`src/rtl/semiauto_motion_exec_pkg.sv`:
```
// Shared encodings for the semi-auto motion executor: command codes and FSM states
// (same values as the decision FSM), plus the registered output bundle and its decode.
package semiauto_motion_exec_pkg;

    typedef enum logic [3:0] {
        CMD_STOP  = 4'b0000,
        CMD_FWD   = 4'b0001,
        CMD_LEFT  = 4'b0100,
        CMD_RIGHT = 4'b1000
    } cmd_e;

    typedef enum logic [1:0] {
        ST_IDLE = 2'b00,
        ST_FWD  = 2'b01,
        ST_TURN = 2'b10,
        ST_COOL = 2'b11
    } state_e;

    typedef struct packed {
        logic cmd_ready;
        logic busy;
        logic done;
        logic motor_fwd;
        logic motor_left;
        logic motor_right;
        logic fwd_light;
        logic left_light;
        logic right_light;
        logic stop_light;
    } out_s;

    // Output pattern of a state; a turn drives exactly one rotation motor.
    function automatic out_s decode_outputs(state_e st, logic dir_right, logic done);
        out_s o;
        o      = '0;
        o.done = done;
        case (st)
            ST_IDLE: begin
                o.cmd_ready  = 1'b1;
                o.stop_light = 1'b1;
            end
            ST_FWD: begin
                o.cmd_ready = 1'b1;
                o.motor_fwd = 1'b1;
                o.fwd_light = 1'b1;
            end
            ST_TURN: begin
                o.busy = 1'b1;
                if (dir_right) begin
                    o.motor_right = 1'b1;
                    o.right_light = 1'b1;
                end else begin
                    o.motor_left = 1'b1;
                    o.left_light = 1'b1;
                end
            end
            ST_COOL: begin
                o.busy      = 1'b1;
                o.motor_fwd = 1'b1;
                o.fwd_light = 1'b1;
            end
        endcase
        return o;
    endfunction

endpackage

```
`src/rtl/semiauto_motion_exec_if.sv`:
```
// Command/status bundle between the decision FSM (master) and the motion executor (slave).
interface semiauto_motion_exec_if;
    logic       power;
    logic       cmd_valid;
    logic [3:0] cmd;
    logic       uturn;
    logic       cmd_ready;
    logic       busy;
    logic       done;
    logic       motor_fwd;
    logic       motor_left;
    logic       motor_right;
    logic       fwd_light;
    logic       left_light;
    logic       right_light;
    logic       stop_light;

    modport master (
        output power, cmd_valid, cmd, uturn,
        input  cmd_ready, busy, done, motor_fwd, motor_left, motor_right,
               fwd_light, left_light, right_light, stop_light
    );

    modport slave (
        input  power, cmd_valid, cmd, uturn,
        output cmd_ready, busy, done, motor_fwd, motor_left, motor_right,
               fwd_light, left_light, right_light, stop_light
    );
endinterface

```
`src/rtl/semiauto_tick_timer.sv`:
```
// Millisecond prescaler plus tick counter; o_expire fires on the tick that
// completes i_limit ticks since the last clear.
module semiauto_tick_timer #(
    parameter int TICK_DIV = 100000,
    parameter int CNT_W    = 17
) (
    input  logic             i_clk,
    input  logic             i_rst_n,
    input  logic             i_clear,
    input  logic [CNT_W-1:0] i_limit,
    output logic             o_expire
);

    logic [CNT_W-1:0] r_pre;
    logic [CNT_W-1:0] r_cnt;
    logic             w_tick;

    assign w_tick   = (r_pre == CNT_W'(TICK_DIV - 1));
    assign o_expire = w_tick && (r_cnt == (i_limit - CNT_W'(1)));

    always_ff @(posedge i_clk or negedge i_rst_n) begin
        if (!i_rst_n) begin
            r_pre <= '0;
            r_cnt <= '0;
        end else if (i_clear) begin
            r_pre <= '0;
            r_cnt <= '0;
        end else if (w_tick) begin
            r_pre <= '0;
            r_cnt <= r_cnt + CNT_W'(1);
        end else begin
            r_pre <= r_pre + CNT_W'(1);
        end
    end

endmodule

```
`src/rtl/semiauto_motion_exec.sv`:
```
// Motion executor: runs STOP/FORWARD/turn commands, times turns and the forced-forward
// cooldown that follows, and drives registered motor/lamp outputs.
module semiauto_motion_exec
    import semiauto_motion_exec_pkg::*;
#(
    parameter int TICK_DIV = 100000,
    parameter int TURN_MS  = 800,
    parameter int COOL_MS  = 500,
    parameter int CNT_W    = 17
) (
    input  logic                  i_sys_clk,
    input  logic                  i_rst_n,
    semiauto_motion_exec_if.slave io_bus
);

    state_e           r_state;
    state_e           w_state_nxt;
    logic             r_dir_right;
    logic             r_uturn;
    logic             w_dir_right_nxt;
    logic             w_uturn_nxt;
    logic             w_done_nxt;
    logic             w_accept;
    logic             w_clear;
    logic             w_expire;
    logic [CNT_W-1:0] w_limit;
    out_s             r_out;

    assign w_accept = io_bus.cmd_valid && ((r_state == ST_IDLE) || (r_state == ST_FWD));

    always_comb begin
        if (r_state == ST_TURN)
            w_limit = r_uturn ? CNT_W'(2 * TURN_MS) : CNT_W'(TURN_MS);
        else
            w_limit = CNT_W'(COOL_MS);
    end

    // Timer restarts on every state change and is held clear outside TURN/COOL,
    // so each timed phase has an exact length regardless of history.
    assign w_clear = (w_state_nxt != r_state) ||
                     !((w_state_nxt == ST_TURN) || (w_state_nxt == ST_COOL));

    semiauto_tick_timer #(
        .TICK_DIV (TICK_DIV),
        .CNT_W    (CNT_W)
    ) u_timer (
        .i_clk    (i_sys_clk),
        .i_rst_n  (i_rst_n),
        .i_clear  (w_clear),
        .i_limit  (w_limit),
        .o_expire (w_expire)
    );

    always_comb begin
        w_state_nxt     = r_state;
        w_dir_right_nxt = r_dir_right;
        w_uturn_nxt     = r_uturn;
        w_done_nxt      = 1'b0;
        case (r_state)
            ST_IDLE, ST_FWD: begin
                if (w_accept) begin
                    case (io_bus.cmd)
                        CMD_FWD:   w_state_nxt = ST_FWD;
                        CMD_LEFT: begin
                            w_state_nxt     = ST_TURN;
                            w_dir_right_nxt = 1'b0;
                            w_uturn_nxt     = 1'b0;
                        end
                        CMD_RIGHT: begin
                            w_state_nxt     = ST_TURN;
                            w_dir_right_nxt = 1'b1;
                            w_uturn_nxt     = io_bus.uturn;
                        end
                        default:   w_state_nxt = ST_IDLE;
                    endcase
                end
            end
            ST_TURN: begin
                if (w_expire)
                    w_state_nxt = ST_COOL;
            end
            ST_COOL: begin
                if (w_expire) begin
                    w_state_nxt = ST_FWD;
                    w_done_nxt  = 1'b1;
                end
            end
        endcase
        // Power loss overrides everything, including a turn that is just finishing.
        if (!io_bus.power) begin
            w_state_nxt     = ST_IDLE;
            w_dir_right_nxt = 1'b0;
            w_uturn_nxt     = 1'b0;
            w_done_nxt      = 1'b0;
        end
    end

    always_ff @(posedge i_sys_clk or negedge i_rst_n) begin
        if (!i_rst_n) begin
            r_state     <= ST_IDLE;
            r_dir_right <= 1'b0;
            r_uturn     <= 1'b0;
            r_out       <= decode_outputs(ST_IDLE, 1'b0, 1'b0);
        end else begin
            r_state     <= w_state_nxt;
            r_dir_right <= w_dir_right_nxt;
            r_uturn     <= w_uturn_nxt;
            r_out       <= decode_outputs(w_state_nxt, w_dir_right_nxt, w_done_nxt);
        end
    end

    assign io_bus.cmd_ready   = r_out.cmd_ready;
    assign io_bus.busy        = r_out.busy;
    assign io_bus.done        = r_out.done;
    assign io_bus.motor_fwd   = r_out.motor_fwd;
    assign io_bus.motor_left  = r_out.motor_left;
    assign io_bus.motor_right = r_out.motor_right;
    assign io_bus.fwd_light   = r_out.fwd_light;
    assign io_bus.left_light  = r_out.left_light;
    assign io_bus.right_light = r_out.right_light;
    assign io_bus.stop_light  = r_out.stop_light;

endmodule

```
`src/flat_wrapper.sv`:
```
// flat-port wrapper written by rule: the top's interface ports become plain ports
module semiauto_motion_exec_flat import semiauto_motion_exec_pkg::*;
#(
    parameter int TICK_DIV = 100000,
    parameter int TURN_MS  = 800,
    parameter int COOL_MS  = 500,
    parameter int CNT_W    = 17
)
  (i_sys_clk, i_rst_n, io_bus_power, io_bus_cmd_valid, io_bus_cmd, io_bus_uturn, io_bus_cmd_ready, io_bus_busy, io_bus_done, io_bus_motor_fwd, io_bus_motor_left, io_bus_motor_right, io_bus_fwd_light, io_bus_left_light, io_bus_right_light, io_bus_stop_light);
  semiauto_motion_exec_if io_bus_i ();
  input  logic i_sys_clk;
  input  logic i_rst_n;
  input wire logic [$bits(io_bus_i.power)-1:0] io_bus_power;
  input wire logic [$bits(io_bus_i.cmd_valid)-1:0] io_bus_cmd_valid;
  input wire logic [$bits(io_bus_i.cmd)-1:0] io_bus_cmd;
  input wire logic [$bits(io_bus_i.uturn)-1:0] io_bus_uturn;
  output wire logic [$bits(io_bus_i.cmd_ready)-1:0] io_bus_cmd_ready;
  output wire logic [$bits(io_bus_i.busy)-1:0] io_bus_busy;
  output wire logic [$bits(io_bus_i.done)-1:0] io_bus_done;
  output wire logic [$bits(io_bus_i.motor_fwd)-1:0] io_bus_motor_fwd;
  output wire logic [$bits(io_bus_i.motor_left)-1:0] io_bus_motor_left;
  output wire logic [$bits(io_bus_i.motor_right)-1:0] io_bus_motor_right;
  output wire logic [$bits(io_bus_i.fwd_light)-1:0] io_bus_fwd_light;
  output wire logic [$bits(io_bus_i.left_light)-1:0] io_bus_left_light;
  output wire logic [$bits(io_bus_i.right_light)-1:0] io_bus_right_light;
  output wire logic [$bits(io_bus_i.stop_light)-1:0] io_bus_stop_light;
  assign io_bus_i.power = io_bus_power;
  assign io_bus_i.cmd_valid = io_bus_cmd_valid;
  assign io_bus_i.cmd = io_bus_cmd;
  assign io_bus_i.uturn = io_bus_uturn;
  assign io_bus_cmd_ready = io_bus_i.cmd_ready;
  assign io_bus_busy = io_bus_i.busy;
  assign io_bus_done = io_bus_i.done;
  assign io_bus_motor_fwd = io_bus_i.motor_fwd;
  assign io_bus_motor_left = io_bus_i.motor_left;
  assign io_bus_motor_right = io_bus_i.motor_right;
  assign io_bus_fwd_light = io_bus_i.fwd_light;
  assign io_bus_left_light = io_bus_i.left_light;
  assign io_bus_right_light = io_bus_i.right_light;
  assign io_bus_stop_light = io_bus_i.stop_light;
  semiauto_motion_exec #(.TICK_DIV(TICK_DIV), .TURN_MS(TURN_MS), .COOL_MS(COOL_MS), .CNT_W(CNT_W)) u_core (.i_sys_clk(i_sys_clk), .i_rst_n(i_rst_n), .io_bus(io_bus_i));
endmodule
```
`config.mk`:
```
export PLATFORM = sky130hd
export DESIGN_NAME = semiauto_motion_exec_flat
export DESIGN_NICKNAME = d
export VERILOG_FILES = /design/src/rtl/semiauto_motion_exec_pkg.sv /design/src/rtl/semiauto_motion_exec_if.sv /design/src/rtl/semiauto_tick_timer.sv /design/src/rtl/semiauto_motion_exec.sv /design/src/flat_wrapper.sv
export SDC_FILE = /design/constraint.sdc
export NUM_CORES = 1
export LEC_CHECK = 0
export BUFFER_PORTS_ARGS = -buffer_cell sky130_fd_sc_hd__buf_2
export CORE_AREA = 5 5 83 85
export CTS_BUF_LIST = sky130_fd_sc_hd__clkbuf_4
export CTS_CLUSTER_SIZE = 28
export DETAILED_ROUTE_END_ITERATION = 8
export DIE_AREA = 0 0 88 90
export GPL_TIMING_DRIVEN = 1
export SYNTH_ARGS = -nofsm -noshare
export SYNTH_HDL_FRONTEND = slang
export SYNTH_SLANG_ARGS = --single-unit
```
`constraint.sdc`:
```
create_clock -name i_sys_clk -period 4.45 [get_ports i_sys_clk]
set_clock_uncertainty 0.2 [all_clocks]
set_input_delay 0.2225 -clock i_sys_clk [delete_from_list [all_inputs] [get_ports i_sys_clk]]
set_output_delay 0.2225 -clock i_sys_clk [all_outputs]
set_load 0.05 [all_outputs]
```
==> metrics.yaml, run 1 <==
status: "finished clean"
syn_area_per_cell_um2: 9.58
fin_tns_setup_ns: 0
synthArstFlopShare_pct: 100
cellPowerDensity_mw_per_mm2: 256
required_ns: 4.47
antenna_found_initial: 0
post-cts-setup-buffers: 0
slew_headroom_pct: 35.7
dieArea_mm2: 0.00792
p_sw_share_pct: 26.4
die_x_um: 88
dp_cells: 328
synth_area_mm2: 0.00235
synth_cells: 245
p_switching_uw: 171
final_max_slew_viol_count: 0
cts.clk_slew.worst_paths_ns: 0.14
hp-class: "in -> reg"
num_rows: 29
synth.top_cell.area_share_pct: 44.8
fin_crit_ns: 2.61
drt-initial-drc-count: 147
synth_ff_type: "dfrtp_1"
clk_latency_ns: 0.35
hold_viol: 0
setup_viol: 0
synth-seq-area-share_pct: 47.0
drc: 0
cts_hold_buf: 2
hold_path_depth: 3
max_freq_mhz: 384
port_buffers: 18
ctsResizeCount: 0
synth-compound-area-share_pct: 5.01
first_global_vias: 1618
fin_ws_ns: 1.84
globalRoute.totalOverflow: 0
peakVddDrop_v: 0.000114
place.gp.congestion: 0.849
whs_endpoint: "u_core.r_dir_right"
grt_pass1_wl_mm: 7.58
nets: 271
hpwlAfterDp_mm: 3.16
syn2layout_area_growth_pct: 8.48
reg2reg_from: "u_core.u_timer.r_cnt[0]"
pin_count: 19
crit_fanout: 17
antennaDiodeCount: 0
worst_pin_slew_ns: 0.964
synth_cell_type_count: 46
ff2ff_setup_slack_ns: 1.84
r2r_cells: 6
root_buffer: "clkbuf_4"
min-delay-start: "io_bus_cmd[3]"
drive_gt1_share_pct: 16.1
power_leakage_uw: 0.00101
cts_tree: "built"
vias_per_cell: 5.12
ant_nets: 0
fillers: 625
p_seq_share_pct: 62.6
synth_xor_area_share_pct: 11.9
wire_per_inst_um: 13.0
grt_usage_pct: 11.9
worstReg2RegEnd: "u_core.u_timer.r_cnt[2]"
initial_utilization_pct: 38.3
ys_warn_count: 0
clock-sinks: 44
p_clk_share_pct: 30.3
rsz0062_at_grt: "no"
p_int_uw: 479
cts_buffers: 5
clockBufferDepth: 2
seq_area_mm2: 0.00110
ys_seq_elements: 44
grt_max_degree: 45
combPwrFrac_pct: 7.1
synth_top_family_by_area: "simple AND/OR/NAND/NOR gates"
maxCapViolations: 0
crit_path_end_kind: "register"
critPathKind: "reg -> reg"
drt-pass1-iter-count: 4
core_mm2: 0.00613
yosysTopAreaCell: "dfrtp_1"
muxShareOfSynthArea_pct: 0.426
synth-simple-area-share_pct: 30.3
yosys.area_share.adder_pct: 1.07
crit_path_start_kind: "register"
crit_arrival_ns: 2.63
syn_nets: 256
fin_cells: 338
htreeDepth: 2
post_dp_cell_area_mm2: 0.00246
netlist_top_cells_area: "dfrtp_1 (45%), xnor2_1 (7.8%), nor2_1 (6.6%)"
final_cell_area_mm2: 0.00255
timing.final.crit_share_pct: 58.6
die_h_um: 90
routed_wl_mm: 4.38
via_count: 1730
multiInputGateArea_mm2: 0.00114
synth-edff-count: 0
pre_cts_ws_ns: 1.86
## cells by family after synthesis
group,count (synthesis)
muxes,1
adders and majority gates,2
buffers and inverters,20
and+or+nand+nor,129
AOI/OAI and AO/OA,17
xor gates and xnor gates,32
DFF,44
## registers in the layout, indices dropped and copies added (netlist names)
name / flops
u_core.io_bus.motor_left: 1
u_core.r_state: 2
u_core.io_bus.done: 1
u_core.io_bus.cmd_ready: 1
u_core.io_bus.stop_light: 1
u_core.r_uturn: 1
u_core.io_bus.busy: 1
u_core.io_bus.motor_right: 1
u_core.u_timer.r_pre: 17
u_core.u_timer.r_cnt: 17
u_core.r_dir_right: 1
## power by group through the flow
| stage | registers [uW] | clock network, uW | logic [uW] |
|---|---|---|---|
| after floorplan | 424 | 0 | 19.1 |
| after global placement | 415 | 0 | 45.4 |
| after detailed placement | 415 | 0 | 45.8 |
| after CTS | 407 | 205 | 47.1 |
| after global routing | 408 | 223 | 50.9 |
| final | 407 | 197 | 45.9 |
## metrics by stage
step	total power [uW]	hold WS, ns	util (%)
after floorplan	443	-0.273	-
after global placement	460	0.231	40.2
after detailed placement	461	0.239	40.2
after CTS	660	0.0132	41.5
after global routing	681	0.0395	41.5
final	651	0.0242	41.5
## cell usage after synthesis, types with 2 or more instances
| cell type | number |
|---|---|
| a21boi_0 | 2 |
| a21oi_1 | 4 |
| and2_1 | 3 |
| and3_1 | 6 |
| and4_1 | 3 |
| buf_4 | 6 |
| clkbuf_1 | 5 |
| dfrtp_1 | 42 |
| dfstp_2 | 2 |
| ha_1 | 2 |
| inv_1 | 8 |
| nand2_1 | 18 |
| nand2b_1 | 2 |
| nand3_1 | 10 |
| nand4_1 | 6 |
| nor2_1 | 41 |
| nor2b_1 | 4 |
| nor3_1 | 10 |
| nor3b_1 | 2 |
| nor4_1 | 7 |
| nor4b_1 | 2 |
| o21ai_0 | 6 |
| xnor2_1 | 21 |
| xor2_1 | 11 |
## layout make-up
| cell class | instances | area share, % |
|---|---|---|
| Clock inverter | 3 | 0.934 |
| Multi-Input combinational cell | 181 | 45.0 |
| Tap cell | 77 | 3.78 |
| Sequential cell | 44 | 43.3 |
| Inverter | 8 | 1.18 |
| Timing Repair Buffer | 20 | 4.32 |
| Clock buffer | 5 | 1.47 |
## critical path: stages, from the launching register on
cell and delay [ns]:
dfrtp_1 0.46, ha_1 0.17, nor3b_1 0.26, nand2_1 0.23
nor4_1 0.51, a21o_1 0.54, nor2_1 0.11
## cell usage in the layout, fill, tap and decap left out, types with 3 or more instances in the layout
cell       n
o21ai_0    6
xor2_1    11
inv_1      8
buf_2     18
nand4_1    6
nor2_1    41
nor4_1     7
dfrtp_1   42
nand2_1   18
nor2b_1    4
xnor2_1   21
and2_1     3
a21oi_1    4
and4_1     3
and3_1     6
nand3_1   10
nor3_1    10
clkbuf_4   5
## routing by layer
layer  vias to the layer above  track usage (%)  share of wire [%]
met3                         6             2.74                5.2
met1                       818             16.9                 49
met5                         -                0                  0
met2                        44             17.2                 44
met4                         0             5.12                1.8
li1                        862                -                  -
## worst max-delay path by stage
| stage | from | to |
|---|---|---|
| 3_3_place_gp | u_core.u_timer.r_cnt[0] | u_core.u_timer.r_cnt[8] |
| 6_report | u_core.u_timer.r_cnt[0] | u_core.u_timer.r_cnt[2] |
| 3_5_place_dp | u_core.u_timer.r_cnt[0] | u_core.u_timer.r_cnt[16] |
| 4_1_cts | u_core.u_timer.r_cnt[0] | u_core.u_timer.r_cnt[16] |
| 2_1_floorplan | u_core.r_state[0] | u_core.io_bus.motor_left |
| 5_1_grt | u_core.u_timer.r_cnt[0] | u_core.u_timer.r_cnt[16] |
Power figures use the tool's default switching activity.
==> run 2, diff against run 1 <==
ABC_AREA = 1   (was default)
CORE_AREA = 5 5 86 88   (was 5 5 83 85)
DIE_AREA = 0 0 91 93   (was 0 0 88 90)
clock period = 2.4 ns   (was 4.45 ns; I/O delays follow)
==> metrics.yaml, run 2 <==
drt-initial-drc-count: 116  # was 147
syn_area_per_cell_um2: 7.80  # was 9.58 um^2
post-cts-setup-buffers: 0  # unchanged
fillers: 656  # was 625
synth_cells: 328  # was 245
cp-startpoint: "u_core.u_timer.r_pre[0]"  # was u_core.u_timer.r_cnt[0]
htreeDepth: 2  # unchanged
synth_cell_type_count: 32  # was 46
power_leakage_uw: 0.00129  # was 0.00101 uW
required_ns: 2.46  # was 4.47 ns
yosysTopAreaCell: "dfrtp_1"  # unchanged
p_sw_share_pct: 26.3  # was 26.4%
netlist_top_cells_area: "dfrtp_1 (41%), nand2_1 (9.8%), nor2_1 (7.8%)"  # was dfrtp_1 (45%), xnor2_1 (7.8%), nor2_1 (6.6%)
holdWs_ns: 0.0404  # was 0.0242 ns
synth_most_common_cell: "nand2_1"  # was dfrtp_1
core_mm2: 0.00657  # was 0.00613 mm^2
critPathKind: "reg -> reg"  # unchanged
root_buffer: "clkbuf_4"  # unchanged
antenna_found_initial: 0  # unchanged
vias_per_cell: 4.67  # was 5.12
clk_latency_ns: 0.37  # was 0.35 ns
cts.clk_slew.worst_paths_ns: 0.14  # about the same
worst_pin_slew_ns: 0.396  # was 0.964 ns
slew_headroom_pct: 73.5  # was 35.7%
synthArstFlopShare_pct: 100  # unchanged
synth_ff_type: "dfrtp_1"  # unchanged
p_int_uw: 882  # was 479 uW
drive_gt1_share_pct: 20.7  # was 16.1%
globalRoute.totalOverflow: 0  # unchanged
hold_viol: 0  # unchanged
pin_count: 19  # unchanged
max_freq_mhz: 477  # was 384 MHz
grt_max_degree: 24  # was 45
die_x_um: 91  # was 88 um
layout.cells.most_common_list: "nand2_1 (67), nor2_1 (53), inv_1 (43)"  # was dfrtp_1 (42), nor2_1 (41), xnor2_1 (21)
p_seq_share_pct: 62.8  # was 62.6%
crit_path_end_kind: "register"  # unchanged
crit_path_start_kind: "register"  # unchanged
synth_common_cells: "nand2_1 (67), nor2_1 (53), inv_1 (43), dfrtp_1 (42), nand3_1 (25)"  # was dfrtp_1 (42), nor2_1 (41), xnor2_1 (21), nand2_1 (18), xor2_1 (11)
initial_utilization_pct: 39.0  # was 38.3%
setup_viol: 0  # unchanged
final_max_slew_viol_count: 0  # unchanged
crit_arrival_ns: 2.16  # was 2.63 ns
ant_nets: 0  # unchanged
grt_pass1_wl_mm: 8.76  # was 7.58 mm
synth-seq-area-share_pct: 43.1  # was 47.0%
maxCapViolations: 0  # unchanged
routed_wl_mm: 5.00  # was 4.38 mm
fin_util_pct: 43.4  # was 41.5%
reg2reg_from: "u_core.u_timer.r_pre[0]"  # was u_core.u_timer.r_cnt[0]
synth_area_mm2: 0.00256  # was 0.00235 mm^2
first_global_vias: 1962  # was 1,618
cts_tree: "built"  # unchanged
place.gp.congestion: 0.843  # was 0.849
worstReg2RegEnd: "u_core.u_timer.r_cnt[12]"  # was u_core.u_timer.r_cnt[2]
syn_nets: 339  # was 256
fin_ws_ns: 0.306  # was 1.84 ns
grt_usage_pct: 12.5  # was 11.9%
rsz0062_at_grt: "no"  # unchanged
via_count: 2045  # was 1,730
p_switching_uw: 315  # was 171 uW
ctsResizeCount: 0  # unchanged
ys_warn_count: 0  # unchanged
antennaDiodeCount: 0  # unchanged
syn2layout_area_growth_pct: 11.2  # was 8.48%
hp-class: "in -> reg"  # unchanged
r2r_cells: 13  # was 6
cellPowerDensity_mw_per_mm2: 421  # was 256 mW/mm^2
crit_fanout: 14  # was 17
cts_hold_buf: 6  # was 2
cts_buffers: 5  # unchanged
seq_area_mm2: 0.00110  # unchanged
fin_tns_setup_ns: 0  # unchanged
ff2ff_setup_slack_ns: 0.31  # was 1.84 ns
drc: 0  # unchanged
wire_per_inst_um: 11.4  # was 13.0 um
combPwrFrac_pct: 6.8  # was 7.1%
dieArea_mm2: 0.00846  # was 0.00792 mm^2
nets: 368  # was 271
hpwlAfterDp_mm: 3.68  # was 3.16 mm
p_clk_share_pct: 30.4  # was 30.3%
final_common_cell: "nand2_1"  # was dfrtp_1
num_rows: 30  # was 29
status: "finished clean"  # unchanged
timing.final.crit_share_pct: 87.3  # was 58.6%
cp-endpoint: "u_core.u_timer.r_cnt[12]"  # was u_core.u_timer.r_cnt[2]
synth.top_cell.area_share_pct: 41.1  # was 44.8%
die_h_um: 93  # was 90 um
pre_cts_ws_ns: 0.327  # was 1.86 ns
reg_top3: "u_core.u_timer.r_cnt x17, u_core.u_timer.r_pre x17, u_core.r_state x2"  # unchanged
peakVddDrop_v: 0.000227  # was 0.000114 V
port_buffers: 18  # unchanged
clock-sinks: 44  # unchanged
drt-pass1-iter-count: 4  # unchanged
clockBufferDepth: 2  # unchanged
fin_crit_ns: 2.09  # was 2.61 ns
multiInputGateArea_mm2: 0.00120  # was 0.00114 mm^2
finalPower_uw: 1200  # was 651 uW
ys_seq_elements: 44  # unchanged
synth-edff-count: 0  # unchanged
## run 2: power by group through the flow
stage	registers [uW]	logic, uW	clock network [uW]
2_1_floorplan	780	27.9	0
3_3_place_gp	766	74.8	0
3_5_place_dp	765	75.8	0
4_1_cts	752	82.9	385
5_1_grt	753	90.2	415
6_report	752	81.6	364
## run 2: cells by family (layout without fill, tap and decap cells)
| family | count (synthesis) | in the layout | synth area share [%] |
|---|---|---|---|
| xor+xnor | 17 | 17 | 5.82 |
| fa+ha+maj | 2 | 2 | 0.977 |
| buf+inv | 54 | 84 | 10.1 |
| simple gates | 195 | 195 | 36.3 |
| compound gates | 16 | 16 | 3.76 |
| flops | 44 | 44 | 43.1 |
## run 2: critical path, stage by stage (launching register included)
cell	delay, ns
dfrtp_1	0.39
ha_1	0.19
nand2_1	0.06
inv_1	0.09
nand2_2	0.07
nor2_2	0.13
nand3_2	0.08
nor2_2	0.14
nand2_1	0.06
nand2_1	0.10
nand3_2	0.09
nand2_4	0.17
buf_12	0.17
nor2_1	0.04
## run 2: through the flow
| stage | area [um^2] | instances |
|---|---|---|
| floorplan | 2560 | 328 |
| global placement | 2730 | 424 |
| detailed placement | 2730 | 424 |
| CTS | 2850 | 438 |
| global route | 2850 | 438 |
| finish | 2850 | 438 |
## run 2: how the worst min path moves through the flow
stage / from / endpoint / slack (ns) / cells past startpoint
floorplan: i_rst_n / u_core.io_bus.busy / -0.38 / 0
detailed placement: i_rst_n / u_core.u_timer.r_pre[13] / -0.21 / 1
CTS: io_bus_cmd[3] / u_core.r_uturn / 0.007 / 5
global placement: i_rst_n / u_core.u_timer.r_pre[13] / -0.21 / 1
global route: io_bus_cmd[3] / u_core.r_uturn / 0.05 / 5
finish: io_bus_cmd[0] / u_core.r_uturn / 0.04 / 6
## run 2: routing by layer
layer / up-vias / wire length [um] / global-route usage (%)
met5: - / 0 / 0
met4: 0 / 111 / 5.01
met3: 8 / 163 / 2.41
met2: 44 / 2290 / 19.5
met1: 923 / 2440 / 17.1
li1: 1070 / - / -
## run 2: final cells by class
type | instances | share of cell area (%)
Clock buffer | 5 | 1.32
Clock inverter | 3 | 0.659
Inverter | 47 | 6.20
Multi-Input combinational cell | 230 | 42.1
Sequential cell | 44 | 38.8
Tap cell | 80 | 3.51
Timing Repair Buffer | 29 | 7.47
==> run 3, diff against run 2 <==
CORE_AREA = 5 5 73 75   (was 5 5 86 88)
DIE_AREA = 0 0 78 80   (was 0 0 91 93)
PLACE_DENSITY = 0.75   (was default)
==> metrics.yaml, run 3 (same netlist as run 2, synthesis figures left out) <==
status: "finished clean"  # unchanged
r2r_cells: 13  # unchanged
htreeDepth: 2  # unchanged
critPathKind: "reg -> reg"  # unchanged
clock-sinks: 44  # unchanged
grt_pass1_wl_mm: 8.65  # was 8.76 mm
antennaDiodeCount: 0  # unchanged
cts.clk_slew.worst_paths_ns: 0.12  # was 0.14 ns
drc: 0  # unchanged
ctsResizeCount: 0  # unchanged
die_h_um: 80  # was 93 um
cellPowerDensity_mw_per_mm2: 421  # about the same
post_dp_cell_area_mm2: 0.00268  # was 0.00273 mm^2
grt_max_degree: 45  # was 24
dieArea_mm2: 0.00624  # was 0.00846 mm^2
p_switching_uw: 292  # was 315 uW
max_freq_mhz: 457  # was 477 MHz
reg2reg_from: "u_core.u_timer.r_pre[0]"  # unchanged
whs_endpoint: "u_core.r_state[0]"  # was u_core.r_uturn
combPwrFrac_pct: 6.6  # was 6.8%
hp-class: "in -> reg"  # unchanged
worst_pin_slew_ns: 0.524  # was 0.396 ns
fillers: 426  # was 656
crit_arrival_ns: 2.23  # was 2.16 ns
place.gp.congestion: 0.801  # was 0.843
cp-startpoint: "u_core.u_timer.r_pre[0]"  # unchanged
fin_crit_ns: 2.19  # was 2.09 ns
initial_utilization_pct: 55.7  # was 39.0%
slew_headroom_pct: 65.1  # was 73.5%
power_leakage_uw: 0.00129  # about the same
seq_area_mm2: 0.00110  # unchanged
rsz0062_at_grt: "no"  # unchanged
p_int_uw: 878  # was 882 uW
routed_wl_mm: 4.67  # was 5.00 mm
p_clk_share_pct: 29.2  # was 30.4%
core_mm2: 0.00460  # was 0.00657 mm^2
hpwlAfterDp_mm: 3.47  # was 3.68 mm
p_seq_share_pct: 64.2  # was 62.8%
timing.final.crit_share_pct: 91.1  # was 87.3%
drt-initial-drc-count: 64  # was 116
required_ns: 2.44  # was 2.46 ns
maxCapViolations: 0  # unchanged
setup_viol: 0  # unchanged
hold_viol: 0  # unchanged
crit_path_start_kind: "register"  # unchanged
min-delay-start: "io_bus_cmd[0]"  # unchanged
final_cell_area_mm2: 0.00278  # was 0.00285 mm^2
wire_per_inst_um: 11.4  # about the same
multiInputGateArea_mm2: 0.00120  # unchanged
globalRoute.totalOverflow: 0  # unchanged
pin_count: 19  # unchanged
final_max_slew_viol_count: 0  # unchanged
ff2ff_setup_slack_ns: 0.21  # was 0.31 ns
crit_fanout: 16  # was 14
clk_latency_ns: 0.35  # was 0.37 ns
vias_per_cell: 4.89  # was 4.67
cts_tree: "built"  # unchanged
hold_path_depth: 5  # was 6
first_global_vias: 1987  # was 1,962
nets: 366  # was 368
reg_top3: "u_core.u_timer.r_cnt x17, u_core.u_timer.r_pre x17, u_core.r_state x2"  # unchanged
via_count: 2004  # was 2,045
p_sw_share_pct: 25.0  # was 26.3%
fin_tns_setup_ns: 0  # unchanged
peakVddDrop_v: 0.000342  # was 0.000227 V
grt_usage_pct: 17.1  # was 12.5%
syn2layout_area_growth_pct: 8.60  # was 11.2%
layout.cells.most_common_list: "nand2_1 (67), nor2_1 (53), inv_1 (43)"  # unchanged
port_buffers: 18  # unchanged
antenna_found_initial: 0  # unchanged
num_rows: 25  # was 30
crit_path_end_kind: "register"  # unchanged
drive_gt1_share_pct: 20.5  # was 20.7%
ant_nets: 0  # unchanged
worstReg2RegEnd: "u_core.u_timer.r_pre[16]"  # was u_core.u_timer.r_cnt[12]
clockBufferDepth: 2  # unchanged
final_common_cell: "nand2_1"  # unchanged
die_x_um: 78  # was 91 um
root_buffer: "clkbuf_4"  # unchanged
drt-pass1-iter-count: 4  # unchanged
cts_buffers: 5  # unchanged
## run 3: changes by cell type in the layout (fill, tap and decap cells not counted), sizes merged
cell | before | now
clkinvlp | 2 | 0
buf | 23 | 22
dlygate4sd3 | 6 | 5
clkinv | 1 | 3
## run 3: per-layer routing
layer | global-route usage [%] | routed length, um
met5 | 0 | 0
met4 | 5.41 | 53
met3 | 3.84 | 96
met2 | 29.1 | 2290
met1 | 21.5 | 2220
## run 3: layout make-up
type | count | share of cell area, %
Multi-Input combinational cell | 230 | 43.1
Sequential cell | 44 | 39.7
Timing Repair Buffer | 27 | 6.57
Inverter | 47 | 6.35
Tap cell | 54 | 2.43
Clock buffer | 5 | 1.35
Clock inverter | 3 | 0.495
## run 3: worst max path at each step
stage | to | slack (ns)
global route | u_core.u_timer.r_pre[16] | 0.01
finish | u_core.u_timer.r_pre[16] | 0.21
global placement | u_core.u_timer.r_pre[16] | 0.31
floorplan | u_core.u_timer.r_cnt[5] | 0.37
detailed placement | u_core.u_timer.r_pre[16] | 0.22
CTS | u_core.u_timer.r_pre[16] | 0.20
## run 3: critical path, cell delays in order (launching register included)
cell,delay (ns)
dfrtp_1,0.40
ha_1,0.19
nand2_1,0.06
inv_1,0.09
nand2_2,0.07
nor2_2,0.13
nand3_2,0.09
nor2_2,0.14
nand2_1,0.06
nand2_1,0.09
nand3_2,0.09
nand2_4,0.23
buf_4,0.20
nor2_1,0.05
## run 3: metrics by stage
stage          instances  power (uW)  util [%]  hold WS (ns)  worst slack [ns]
6_report             410        1170      60.5        0.0963             0.213
5_1_grt              410        1240      60.5         0.125            0.0139
3_5_place_dp         397         838      58.3        0.0264             0.223
3_3_place_gp         397         837      58.3        0.0240             0.309
4_1_cts              410        1190      60.5        0.0874             0.203
2_1_floorplan        328         808         -        -0.376             0.365
## run 3: power by group through the flow
stage               registers [uW]  clock network [uW]  logic (uW)
global placement               765                   0        71.3
global route                   752                 399        85.9
finish                         751                 342        76.8
CTS                            752                 355        78.7
floorplan                      780                   0        27.9
detailed placement             765                   0        72.9
## run 3: repair_timing
action | in CTS | in global routing
hold buffers | 5 | 0
buffers inserted | 0 | 0
endpoints found under the hold margin | 52 | 0
